File: config.mk
export PLATFORM = sky130hd
export DESIGN_NAME = aes_round_ctrl
export DESIGN_NICKNAME = d
export VERILOG_FILES = /design/src/rtl/aes_round_ctrl.sv
export SDC_FILE = /design/constraint.sdc
export NUM_CORES = 1
export LEC_CHECK = 0
export ABC_CLOCK_PERIOD_IN_PS = 1750
export CELL_PAD_IN_SITES_DETAIL_PLACEMENT = 2
export CELL_PAD_IN_SITES_GLOBAL_PLACEMENT = 2
export CORE_AREA = 2 2 58 60
export DETAILED_ROUTE_END_ITERATION = 6
export DIE_AREA = 0 0 60 62
export PLACE_DENSITY_LB_ADDON = 0.1
export SLEW_MARGIN = 40
export SYNTH_ARGS = -nofsm -noshare
export SYNTH_HDL_FRONTEND = slang
export SYNTH_SLANG_ARGS = --single-unit
export TNS_END_PERCENT = 10
File: constraint.sdc
create_clock -name clk -period 1.75 [get_ports clk]
set_clock_uncertainty 0.05 [all_clocks]
set_input_delay 0.35 -clock clk [delete_from_list [all_inputs] [get_ports clk]]
set_output_delay 0.35 -clock clk [all_outputs]
set_load 0.005 [all_outputs]
File: src/rtl/aes_round_ctrl.sv
// -----------------------------------------------------------------------------
// aes_round_ctrl
//   Round-sequencing controller for an iterative AES datapath. It supports
//   AES-128, AES-192 and AES-256 (10, 12 or 14 rounds), and the key length is
//   chosen per operation. Each middle and last round takes CYCLES_PER_ROUND
//   datapath cycles. The block drives the state-register input mux, a
//   one-cycle key-expansion request per round, and the round-key index.
//
//   Optional build macro: AES_ROUND_CTRL_DECRYPT_EN
//     When defined, the block has an extra input `decrypt`, latched with start.
//     With decrypt=1 the round keys are issued in reverse order
//     (key_idx = nr - round_idx). When the macro is undefined there is no
//     decrypt port and key_idx follows round_idx.
//
//   Ports
//     clk, reset_n : clock; asynchronous active-low reset
//     start        : begin an operation (only sampled while ready)
//     key_len      : 00=128, 01=192, 10=256, 11=reserved (raises err)
//     decrypt      : (macro builds only) reverse key order, latched with start
//     ready        : idle, able to accept start
//     busy         : operation in progress (INIT/MID/LAST)
//     mux_sel      : 0=load plaintext path, 1=feedback path
//     req_key      : key-expansion request, exactly one cycle per round
//     key_idx      : round-key index for the current round, 0 when idle
//     last_round   : final round in progress (datapath skips MixColumns)
//     done         : one-cycle pulse after the final LAST cycle
//     err          : one-cycle pulse after a start with reserved key_len
// -----------------------------------------------------------------------------
module aes_round_ctrl #(
   parameter int CYCLES_PER_ROUND = 3,
   parameter int KEY_REQ_CYCLE    = 1
) (
   input  logic       clk,
   input  logic       reset_n,
   input  logic       start,
   input  logic [1:0] key_len,
`ifdef AES_ROUND_CTRL_DECRYPT_EN
   input  logic       decrypt,
`endif
   output logic       ready,
   output logic       busy,
   output logic       mux_sel,
   output logic       req_key,
   output logic [3:0] key_idx,
   output logic       last_round,
   output logic       done,
   output logic       err
);

   localparam int CW = (CYCLES_PER_ROUND > 1) ? $clog2(CYCLES_PER_ROUND) : 1;
   localparam logic [CW-1:0] CYC_LOAD = CW'(CYCLES_PER_ROUND - 1);
   localparam logic [CW-1:0] KEY_CYC  = CW'(KEY_REQ_CYCLE);

   typedef enum logic [1:0] {S_IDLE, S_INIT, S_MID, S_LAST} state_t;

   state_t          state, state_nx;
   logic [3:0]      round_idx, round_nx;
   logic [CW-1:0]   cyc, cyc_nx;
   logic [3:0]      nr, nr_nx;
   logic            done_nx, err_nx;
`ifdef AES_ROUND_CTRL_DECRYPT_EN
   logic            dec_q, dec_nx;
`endif

   always_ff @(posedge clk or negedge reset_n) begin
      if (!reset_n) begin
         state     <= S_IDLE;
         round_idx <= 4'd0;
         cyc       <= '0;
         nr        <= 4'd10;
         done      <= 1'b0;
         err       <= 1'b0;
`ifdef AES_ROUND_CTRL_DECRYPT_EN
         dec_q     <= 1'b0;
`endif
      end else begin
         state     <= state_nx;
         round_idx <= round_nx;
         cyc       <= cyc_nx;
         nr        <= nr_nx;
         done      <= done_nx;
         err       <= err_nx;
`ifdef AES_ROUND_CTRL_DECRYPT_EN
         dec_q     <= dec_nx;
`endif
      end
   end

   always_comb begin
      state_nx = state;
      round_nx = round_idx;
      cyc_nx   = cyc;
      nr_nx    = nr;
      done_nx  = 1'b0;
      err_nx   = 1'b0;
`ifdef AES_ROUND_CTRL_DECRYPT_EN
      dec_nx   = dec_q;
`endif
      case (state)
         S_IDLE: begin
            if (start) begin
               if (key_len == 2'b11) begin
                  err_nx = 1'b1;
               end else begin
                  // NR = 10 + 2*key_len for the three legal encodings
                  nr_nx    = 4'd10 + {1'b0, key_len, 1'b0};
                  round_nx = 4'd0;
                  state_nx = S_INIT;
`ifdef AES_ROUND_CTRL_DECRYPT_EN
                  dec_nx   = decrypt;
`endif
               end
            end
         end
         S_INIT: begin
            state_nx = S_MID;
            round_nx = 4'd1;
            cyc_nx   = CYC_LOAD;
         end
         S_MID: begin
            if (cyc != '0) begin
               cyc_nx = cyc - CW'(1);
            end else begin
               cyc_nx   = CYC_LOAD;
               round_nx = round_idx + 4'd1;
               if (round_idx == nr - 4'd1) state_nx = S_LAST;
            end
         end
         S_LAST: begin
            if (cyc != '0) begin
               cyc_nx = cyc - CW'(1);
            end else begin
               state_nx = S_IDLE;
               round_nx = 4'd0;
               cyc_nx   = '0;
               done_nx  = 1'b1;
            end
         end
         default: state_nx = S_IDLE;
      endcase
   end

   assign ready      = (state == S_IDLE);
   assign busy       = !ready;
   assign mux_sel    = (state == S_MID) || (state == S_LAST);
   assign last_round = (state == S_LAST);
   // Each round passes through every cyc value exactly once, so this is one pulse per round
   assign req_key    = mux_sel && (cyc == KEY_CYC);

`ifdef AES_ROUND_CTRL_DECRYPT_EN
   assign key_idx = ready ? 4'd0 : (dec_q ? (nr - round_idx) : round_idx);
`else
   assign key_idx = ready ? 4'd0 : round_idx;
`endif

endmodule

==> summary.md <==
| Metric | Value |
|---|---|
| Measured slew at the worst slew-check pin | 0.408 ns |
| Reg-to-Reg End | state[1] |
| Initial Utilization | 0.261 |
| # diodes | 0 |
| Dpl ws | -0.212 ns |
| Total power | 0.00204 W |
| WP data arrival | ~1.9 ns |
| H-tree depth | 1 |
| Predominant post-synthesis flop cell | dfrtp_1 |
| R2R depth | 6 |
| First-pass DRT Iterations | 3 |
| Clock sink total | 13 |
| Critical Path End Type | flop |
| VDD IR-drop max | 0.000609 V |
| Cells after Synth | 80 |
| Ys Warns | 0 |
| Die ar. | roughly 3700 um^2 |
| Cts hold-fix bufs | 0 |
| Mapped Avg Cell Area | 10.4 um^2 |
| WS Path Type | reg -> reg |
| GRT Util Overall | 0.127 |
| Routed wire per std cell | 13.4 um |
| Fin worst setup slack | -0.0320 ns |
| Synth unique cells | 27 |
| CORE AREA | between 3000 and 4000 um^2 |
| Worst min path class | in -> async |
| Static leakage | 0.568 nW |
| Port Buf Inserts | 15 |
| Final Util | 0.384 |
| Max-Cap Viols | 0 |
| Final std cells w/o fill | around 160 |
| Placed insts | roughly 150 |
| Setup TNS | -0.0351 ns |
| Area Overhead vs Synth | 47.2% |
| Cts bufs inserted | 3 |
| Fin crit share | 1.02 |
| Post-synth EDFFs | 0 |
| Placer congestion estimate | ~0.69 |
| Yosys reg bits | 13 |
| Worst endpoint required time | approximately 1.9 ns |
| CTS tree | yes |
| Die X | around 60 um |
| Status | finished, violations left |
| R2R Setup Slk | -0.03 ns |
| First-pass GRT wire length | ~3400 um |
| P per Cell Area | 1670 nW/um^2 |
| Clock root cell | clkbuf_4 |
| Routed Antenna Nets | 0 |
| Syn Nets | slightly below 100 |
| Vias in the first global route | 703 |
| Chip Height | 62 um |
| Final HPWL DP | about 1600 um |
| GRT overflow | 0 |
| Failing checks | setup timing |
| Max Freq | approximately 560 MHz |
| Initial antenna violation count | 0 |
| FFs w/ async S/R, synth | 1.00 |
| Final wirelength | 2150 um |
| RR Startpoint | nr[1] |
| Clk buf depth | 2 |
| Share of layout cells above drive strength 1 | 0.374 |
| Final hold vios | 0 |
| Routed vias/inst | between 4 and 5 |
| # DRC | 0 |
| Clock transition at path regs | 0.08 ns |
| Worst-skew pair later-pin latency | between 0.2 and 0.3 ns |
| Critical Path Start Type | flop |
| Ports | 16 |
| Tmin final | 1.78 ns |
| Largest net degree at the start of global routing | 14 |
| Relative slew slack | 0.727 |
| Mapped Area | a little over 800 um^2 |
| Final Slew Violations | 0 |
| Max Fanout on Critical Path | 2 |
| Post-layout nets | 133 |
| Register area share after synthesis | 0.395 |
| # setup viols final | 2 |
| Row Count | 21 |
| Routed vias | about 700 |
| DR iter-0 viols | 17 |
| RSZ-0062 raised after global routing | yes |
power by group:
group | leakage, nW | switching, W | internal (W)
Combinational | 0.391 | 0.000630 | 0.000719
Sequential | 0.162 | 0.0000986 | 0.000401
Clock | 0.0150 | 0.000101 | 0.0000882
Total | 0.568 | 0.000830 | 0.00121
stage by stage:
| stage | hold slack [ns] | instance area, um^2 |
|---|---|---|
| 4_1_cts | 0.334 | 1230 |
| 2_1_floorplan | 0.00441 | 832 |
| 3_5_place_dp | 0.441 | 1130 |
| 3_3_place_gp | 0.438 | 1130 |
| 5_1_grt | 0.348 | 1220 |
| 6_report | 0.333 | 1220 |
cell usage after synthesis (all sizes together) (2+ instances only):
library cell	count	area, um^2
a21oi	2	13.8
dfrtp	11	275
dfstp	2	52.6
ha	12	150
inv	8	30.0
mux2	2	26.3
nand2	7	26.3
nand3	2	10.0
nor2	2	7.51
nor2b	9	56.3
o21ai	8	40.0
xor2	2	17.5
layer usage:
metal	track usage	wire length (um)	vias to the layer above
li1	-	-	340
met1	0.174	1060	343
met2	0.200	1010	9
met3	0.0186	49	2
met4	0.0571	27	0
met5	0	0	-
sequential cells by signal, summed over array words and instances (netlist names):
| name | count |
|---|---|
| state | 2 |
| cyc | 2 |
| done | 1 |
| nr | 3 |
| err | 1 |
| round_idx | 4 |
worst max-delay path: stages (launching register included):
cell and delay, ns:
dfstp_2 0.55, inv_2 0.04, ha_4 0.25, xor2_1 0.13
nand4_1 0.12, a21oi_2 0.21, mux2_4 0.31
what timing repair did:
item,CTS,global route
setup endpoints to repair,12,14
gates cloned,0,0
gates resized for setup,29,12
pin swaps,2,4
setup buffers,3,2
cell usage in the layout (no fill, tap or decap), drive strengths merged, types with 2 or more instances in the layout:
| cell type | netlist | final |
|---|---|---|
| xor2 | 2 | 2 |
| a21oi | 2 | 2 |
| dfstp | 2 | 2 |
| inv | 8 | 8 |
| nor2 | 2 | 2 |
| clkbuf | 0 | 10 |
| nand2 | 7 | 7 |
| clkdlybuf4s50 | 0 | 6 |
| dlygate4sd2 | 0 | 2 |
| buf | 1 | 17 |
| ha | 12 | 12 |
| nor2b | 9 | 9 |
| mux2 | 2 | 2 |
| nand3 | 2 | 2 |
| dfrtp | 11 | 11 |
| o21ai | 8 | 8 |
worst max path at each step:
stage / to / from / slack [ns]
2_1_floorplan: state[1] / nr[1] / 0.03
3_3_place_gp: state[1] / key_len[0] / -0.19
3_5_place_dp: state[1] / key_len[0] / -0.21
4_1_cts: mux_sel / state[0] / -0.11
5_1_grt: state[1] / nr[1] / -0.11
6_report: state[1] / nr[1] / -0.03
cell type report:
type,instances,area [um^2]
flip-flops and latches,13,329
multi-input cells,58,526
clock buffers,4,26.3
fillers,335,1960
well taps,46,57.6
inverters,8,30.0
repair buffers,32,253
cells by family after synthesis:
group           share of synthesized area
buf+inv                            0.0422
xor+xnor                           0.0483
simple gates                        0.178
fa+ha+maj                           0.181
mux                                0.0317
compound gates                      0.124
flops                               0.395
(Power assumes the default switching activity.)
